===== src/rtl/btb_pkg.sv =====
// Shared types and helpers for the 2-way, 8-set branch target buffer.
// Optional same-cycle forwarding is enabled with the BTB_BYPASS_EN macro.
package btb_pkg;

    localparam int XLEN  = 32;
    localparam int SETS  = 8;
    localparam int IDX_W = 3;
    localparam int TAG_W = XLEN - IDX_W - 2;

    localparam logic [1:0] CTR_RESET = 2'b01;

    typedef struct packed {
        logic             valid;
        logic [TAG_W-1:0] tag;
        logic [XLEN-1:0]  target;
        logic [1:0]       ctr;
    } btb_entry_t;

    typedef enum logic {
        IDLE,
        COMMIT
    } btb_state_e;

    function automatic logic [TAG_W-1:0] tag_of(input logic [XLEN-1:0] pc);
        return pc[XLEN-1:IDX_W+2];
    endfunction

    function automatic logic [IDX_W-1:0] idx_of(input logic [XLEN-1:0] pc);
        return pc[IDX_W+1:2];
    endfunction

endpackage


===== src/rtl/btb_sat_ctr.sv =====
// 2-bit saturating up/down counter next-value logic (00..11, never wraps).
module btb_sat_ctr (
    input  logic [1:0] ctr,
    input  logic       up,
    output logic [1:0] next
);

    // Step toward the requested direction, holding at either end of the range.
    always_comb begin
        next = ctr;
        if (up) begin
            if (ctr != 2'b11) next = ctr + 2'd1;
        end else begin
            if (ctr != 2'b00) next = ctr - 2'd1;
        end
    end

endmodule


===== src/rtl/btb_core.sv =====
// Branch target buffer storage and control: combinational IF-stage lookup,
// EX-stage updates committed through an IDLE/COMMIT FSM, LRU training strobes.
// Define BTB_BYPASS_EN to forward a taken in-flight update to a matching lookup.
module btb_core
    import btb_pkg::*;
#(
    parameter logic [1:0] CTR_INIT = 2'b10
) (
    input  logic             clk,
    input  logic             rst,
    input  logic             if_valid,
    input  logic [XLEN-1:0]  if_pc,
    output logic             if_hit,
    output logic             if_pred_taken,
    output logic [XLEN-1:0]  if_pred_target,
    output logic             branch1_used,
    output logic             branch2_used,
    input  logic             upd_valid,
    output logic             upd_ready,
    input  logic [XLEN-1:0]  upd_pc,
    input  logic [XLEN-1:0]  upd_target,
    input  logic             upd_taken,
    output logic [IDX_W-1:0] lru_update_index,
    input  logic             lru_victim,
    output logic             lru_new_entry
);

    btb_entry_t way1 [SETS];
    btb_entry_t way2 [SETS];

    btb_state_e      state;
    logic [XLEN-1:0] cap_pc;
    logic [XLEN-1:0] cap_target;
    logic            cap_taken;

    // Lookup side
    logic [IDX_W-1:0] l_idx;
    logic [TAG_W-1:0] l_tag;
    btb_entry_t       l_w1, l_w2;
    logic             l_hit1, l_hit2;

    // Commit side
    logic [IDX_W-1:0] c_idx;
    logic [TAG_W-1:0] c_tag;
    btb_entry_t       c_w1, c_w2, c_new;
    logic             c_hit1, c_hit2, c_hit, c_sel_w2, c_write;
    logic [1:0]       c_cur_ctr, c_next_ctr;

    // The two low PC bits are never part of index or tag.
    logic unused_pc_bits;
    assign unused_pc_bits = ^{if_pc[1:0], cap_pc[1:0]};

    assign l_idx  = idx_of(if_pc);
    assign l_tag  = tag_of(if_pc);
    assign l_w1   = way1[l_idx];
    assign l_w2   = way2[l_idx];
    assign l_hit1 = l_w1.valid && (l_w1.tag == l_tag);
    assign l_hit2 = l_w2.valid && (l_w2.tag == l_tag);

    assign c_idx  = idx_of(cap_pc);
    assign c_tag  = tag_of(cap_pc);
    assign c_w1   = way1[c_idx];
    assign c_w2   = way2[c_idx];
    assign c_hit1 = c_w1.valid && (c_w1.tag == c_tag);
    assign c_hit2 = c_w2.valid && (c_w2.tag == c_tag);
    assign c_hit  = c_hit1 || c_hit2;

    // Choose the way to write: a hit way (way1 first), else the first free way, else the LRU victim.
    always_comb begin
        c_sel_w2 = 1'b0;
        if (c_hit1)             c_sel_w2 = 1'b0;
        else if (c_hit2)        c_sel_w2 = 1'b1;
        else if (!c_w1.valid)   c_sel_w2 = 1'b0;
        else if (!c_w2.valid)   c_sel_w2 = 1'b1;
        else                    c_sel_w2 = ~lru_victim;
    end

    assign c_cur_ctr = c_sel_w2 ? c_w2.ctr : c_w1.ctr;

    btb_sat_ctr u_sat_ctr (
        .ctr  (c_cur_ctr),
        .up   (cap_taken),
        .next (c_next_ctr)
    );

    // Build the entry to store: train an existing entry on a hit, allocate a fresh one on a taken miss.
    always_comb begin
        c_new = c_sel_w2 ? c_w2 : c_w1;
        if (c_hit) begin
            c_new.ctr = c_next_ctr;
            if (cap_taken) c_new.target = cap_target;
        end else begin
            c_new.valid  = 1'b1;
            c_new.tag    = c_tag;
            c_new.target = cap_target;
            c_new.ctr    = CTR_INIT;
        end
    end

    assign c_write          = (state == COMMIT) && (c_hit || cap_taken);
    assign lru_new_entry    = (state == COMMIT) && !c_hit && cap_taken;
    assign lru_update_index = (state == COMMIT) ? c_idx : l_idx;

    // Array storage: cleared on reset, written once at the end of a COMMIT cycle.
    always_ff @(posedge clk or posedge rst) begin
        if (rst) begin
            for (int i = 0; i < SETS; i++) begin
                way1[i] <= '{valid: 1'b0, tag: '0, target: '0, ctr: CTR_RESET};
                way2[i] <= '{valid: 1'b0, tag: '0, target: '0, ctr: CTR_RESET};
            end
        end else if (c_write) begin
            if (c_sel_w2) way2[c_idx] <= c_new;
            else          way1[c_idx] <= c_new;
        end
    end

    // Update FSM: capture an offered branch in IDLE, spend one cycle committing it.
    always_ff @(posedge clk or posedge rst) begin
        if (rst) begin
            state      <= IDLE;
            upd_ready  <= 1'b1;
            cap_pc     <= '0;
            cap_target <= '0;
            cap_taken  <= 1'b0;
        end else begin
            case (state)
                IDLE: begin
                    if (upd_valid) begin
                        cap_pc     <= upd_pc;
                        cap_target <= upd_target;
                        cap_taken  <= upd_taken;
                        state      <= COMMIT;
                        upd_ready  <= 1'b0;
                    end
                end
                COMMIT: begin
                    state     <= IDLE;
                    upd_ready <= 1'b1;
                end
                default: begin
                    state     <= IDLE;
                    upd_ready <= 1'b1;
                end
            endcase
        end
    end

    // Combinational lookup with way1 priority, optionally forwarding a taken in-flight update.
    always_comb begin
        if_hit         = 1'b0;
        if_pred_taken  = 1'b0;
        if_pred_target = '0;
        branch1_used   = 1'b0;
        branch2_used   = 1'b0;
        if (if_valid) begin
            if (l_hit1) begin
                if_hit         = 1'b1;
                if_pred_taken  = l_w1.ctr[1];
                if_pred_target = l_w1.target;
                branch1_used   = 1'b1;
            end else if (l_hit2) begin
                if_hit         = 1'b1;
                if_pred_taken  = l_w2.ctr[1];
                if_pred_target = l_w2.target;
                branch2_used   = 1'b1;
            end
`ifdef BTB_BYPASS_EN
            if ((state == COMMIT) && cap_taken && (if_pc == cap_pc)) begin
                if_hit         = 1'b1;
                if_pred_taken  = 1'b1;
                if_pred_target = cap_target;
                branch1_used   = !c_sel_w2;
                branch2_used   = c_sel_w2;
            end
`endif
        end
    end

endmodule


===== config.mk =====
export PLATFORM = sky130hd
export DESIGN_NAME = btb_core
export DESIGN_NICKNAME = d
export VERILOG_FILES = /design/src/rtl/btb_pkg.sv /design/src/rtl/btb_sat_ctr.sv /design/src/rtl/btb_core.sv
export SDC_FILE = /design/constraint.sdc
export NUM_CORES = 2
export LEC_CHECK = 0
export CORE_UTILIZATION = 40
export DETAILED_ROUTE_END_ITERATION = 6
export GPL_ROUTABILITY_DRIVEN = 1
export HOLD_SLACK_MARGIN = 0.05
export PLACE_DENSITY = 0.61
export SLEW_MARGIN = 30
export SYNTH_ARGS = -nofsm -noshare
export SYNTH_HDL_FRONTEND = slang
export SYNTH_SLANG_ARGS = --single-unit
export TNS_END_PERCENT = 10

===== constraint.sdc =====
create_clock -name clk -period 43.5 [get_ports clk]
set_clock_uncertainty 0.2 [all_clocks]
set_input_delay 10.875 -clock clk [delete_from_list [all_inputs] [get_ports clk]]
set_output_delay 10.875 -clock clk [all_outputs]
set_load 0.005 [all_outputs]

==> results.yml <==
cts:
  cts_setup_buffers: 0
  clockRootBuffer: "clkbuf_16"
  clock_sinks: 1057
  ctsResizeCount: 0
  cts-hold-fix-buffers: 0
  clockBufferDepth: 3
  path_clk_slew_ns: 0.06
  clkLatencyLatePin_ns: 0.75
  htreeDepth: 3
  cts_buffers: 113
  cts_tree: "yes"
critical_path:
  reg2reg_depth: 17
  start_kind: "primary input"
  critical_path_class: "in -> out"
  required_ns: 32.42
  critPathSlowestCell: "buf_4"
  reg2reg_setup_slack_ns: 35.18
  critPathArrivalTime_ns: 17.01
  slowest_delay_ns: 0.75
  crit_fanout: 120
  cpLargestDelayFamily: "buffers and inverters"
  cp_cell_sequence: "buf_8 > buf_4 > buf_12 > mux4_2 > mux2i_1 > xnor2_1 > nor4_1 > nand4_1 > nor4_1 > nand2b_2 > buf_4 > o22ai_1 > clkdlybuf4s50_1"
  path_buf_inv: 5
  cp_num_cells: 13
  cp-end-kind: "output pin"
grt:
  grt_usage_pct: 26.4
  grt_max_degree: 121
  grt_pass1_wl_um: 285000
  grt_overflow_total: 0
  first_global_vias: 39200
  antenna_found_initial: 7
power:
  power_uw: 3670
  pwr-share-clk_pct: 27.7
  p_sw_share_pct: 31.3
  leakagePower_uw: 0.0284
  pwr-share-comb_pct: 28.6
  p_sw_uw: 1150
  vdd_drop_max_mv: 0.0349
  pwr-share-seq_pct: 43.7
  p_int_uw: 2520
  cellPowerDensity_nw_per_um2: 57.0
yosys:
  synth_top_family_by_area: "multiplexers"
  yosys.area_share.simple_pct: 2.73
  synth_top_cell_by_area: "dfrtp_1"
  synth_compound_area_share_pct: 8.15
  synth_area_um2: 57600
  synth_top_cells_by_count: "dfrtp_1, mux2_2, mux4_2"
  synth.area.top_cells: "dfrtp_1, mux2_2, mux4_2"
  yosys.cell_types.count: 81
  synth-xor-area-share_pct: 1.48
  yosysTopAreaCellShare_pct: 45.2
  synth_seq_cells: 1057
  synth_warnings: 0
  synthArstFlopShare_pct: 100
  ys_seq_area_share_pct: 46.0
  syn-num-nets: 4169
  synth_mux_area_share_pct: 37.6
  synth_area_per_cell_um2: 14.2
  synthAdderAreaFrac_pct: 0.0522
  synth_flop_cell: "dfrtp_1"
  yosysMostFrequentCell: "dfrtp_1"
  synth-edff-count: 0
  synthCells: 4067
timing:
  tightest_slew_ns: 1.08
  tns_ns: 0
  slew_headroom_pct: 28.2
  finalSetupViolCount: 0
  fin_crit_sh_pct: 64.6
  rsz0062_at_grt: "no"
  hold_viol: 0
  maxSlewViolCount: 0
  fmax_mhz: 35.6
  fin_hold_ws_ns: 0.301
  finalCriticalPeriod_ns: 28.09
floorplanning:
  dieArea_um2: 145000
  start_util_pct: 40.5
  io-pin-count: 143
  die-height_um: 381
  coreArea_um2: 142000
  rows: 138
  dieWidth_um: 381
drt:
  routed_wl_um: 193000
  drc: 0
  drtIter0Drc: 4554
  drtAntennaViolNets: 0
  first_pass_iters: 6
  via_per_inst: 6.47
  wl_per_cell_um: 32.0
  vias: 39000
cells_and_area:
  fin_util_pct: 45.3
  fill_cells: 12700
  nets: 4136
  register_area_um2: 26500
  multi_input_area_um2: 29000
  layout-drive-gt1-share_pct: 38.8
  area_growth_pct: 11.8
placed_design:
  numPortBuffers: 138
  dpl.hpwl_um: 111000
  gp_congestion: 0.860
hold_path:
  min_path_type: "reg -> reg"
  hold_path_depth: 1
run_status:
  outcome: "finished, final reports clean"
job:
  cap_violations: 0
## cell usage in the layout, fill, tap and decap left out, drive strengths merged, types with 32 or more instances in the layout
| master | n |
|---|---|
| nor2 | 66 |
| a21oi | 38 |
| xor2 | 38 |
| a22o | 32 |
| dfrtp | 1040 |
| a22oi | 126 |
| clkbuf | 178 |
| o22ai | 48 |
| o21ai | 113 |
| a221o | 33 |
| mux2i | 218 |
| nand2 | 57 |
| buf | 135 |
| clkdlybuf4s50 | 135 |
| mux2 | 1025 |
| xnor2 | 59 |
| a221oi | 62 |
| o31ai | 49 |
| mux4 | 304 |
## worst reg2reg max path, stage by stage, from the launching register on
cell	delay [ns]
dfrtp_4	0.48
buf_4	0.42
buf_4	0.61
buf_4	0.64
buf_4	0.76
mux4_2	0.65
mux2i_1	0.23
xor2_1	0.41
nor2b_1	0.18
and4b_1	0.29
nand4_1	0.12
buf_4	0.26
a32oi_2	0.18
buf_4	0.39
or2_4	0.53
buf_4	0.73
buf_4	0.74
mux2_2	0.41
## stage by stage
| stage | worst slack [ns] | std cells | area (um^2) |
|---|---|---|---|
| after floorplan | 2.70 | 4067 | 57600 |
| after global placement | 15.60 | 5796 | 60200 |
| after detailed placement | 15.56 | 5806 | 60300 |
| after CTS | 15.58 | 6017 | 64200 |
| after global routing | 15.40 | 6020 | 64300 |
| final | 15.41 | 6022 | 64300 |
## registers in the layout (all words and copies together) (netlist names)
| name | flops |
|---|---|
| upd_ready | 1 |
| way1 | 496 |
| state | 1 |
| cap_pc | 30 |
| cap_taken | 1 |
| cap_target | 32 |
| way2 | 496 |
## power by group through the flow
stage	Clock (uW)	Combinational, uW	Sequential [uW]
after floorplan	0	841	1500
after global placement	0	1020	1590
after detailed placement	0	1040	1600
after CTS	1030	1050	1590
after global routing	1070	1120	1640
final	1020	1050	1600
## worst paths after layout
path                                             from                     to
worst max register to register  cap_pc[4]$_DFFE_PP0P_  way1[184]$_DFFE_PP0P_
max in group asynchronous                         rst  way2[231]$_DFFE_PP0P_
min in group asynchronous                         rst  way1[190]$_DFFE_PP0P_
worst max-delay path                         if_pc[3]      if_pred_target[6]
worst min register to register  way1[309]$_DFFE_PP0P_  way1[309]$_DFFE_PP0P_
worst min-delay path            way1[309]$_DFFE_PP0P_  way1[309]$_DFFE_PP0P_
## per-layer routing
metal,GRT usage (%),part of all wire [%],vias up
li1,-,-,15700
met1,37.9,42,20900
met2,40.2,46,1969
met3,5.03,8.5,392
met4,8.54,3.5,6
met5,0,0.024,-
## kinds of logic after synthesis
| logic type | count (synthesis) |
|---|---|
| DFF | 1057 |
| xor gates and xnor gates | 97 |
| AOI/OAI and AO/OA | 635 |
| buffers and inverters | 435 |
| adders and majority gates | 3 |
| muxes | 1547 |
| and+or+nand+nor | 293 |
## cell type report
type | count | share of cell area, %
multi-input cells | 2575 | 45.0
flip-flops and latches | 1057 | 41.2
clock buffers | 177 | 5.38
repair buffers | 271 | 4.00
well taps | 1890 | 3.67
clock inverters | 34 | 0.669
inverters | 16 | 0.105
diodes | 2 | 0.00778
(Power assumes the default switching activity.)
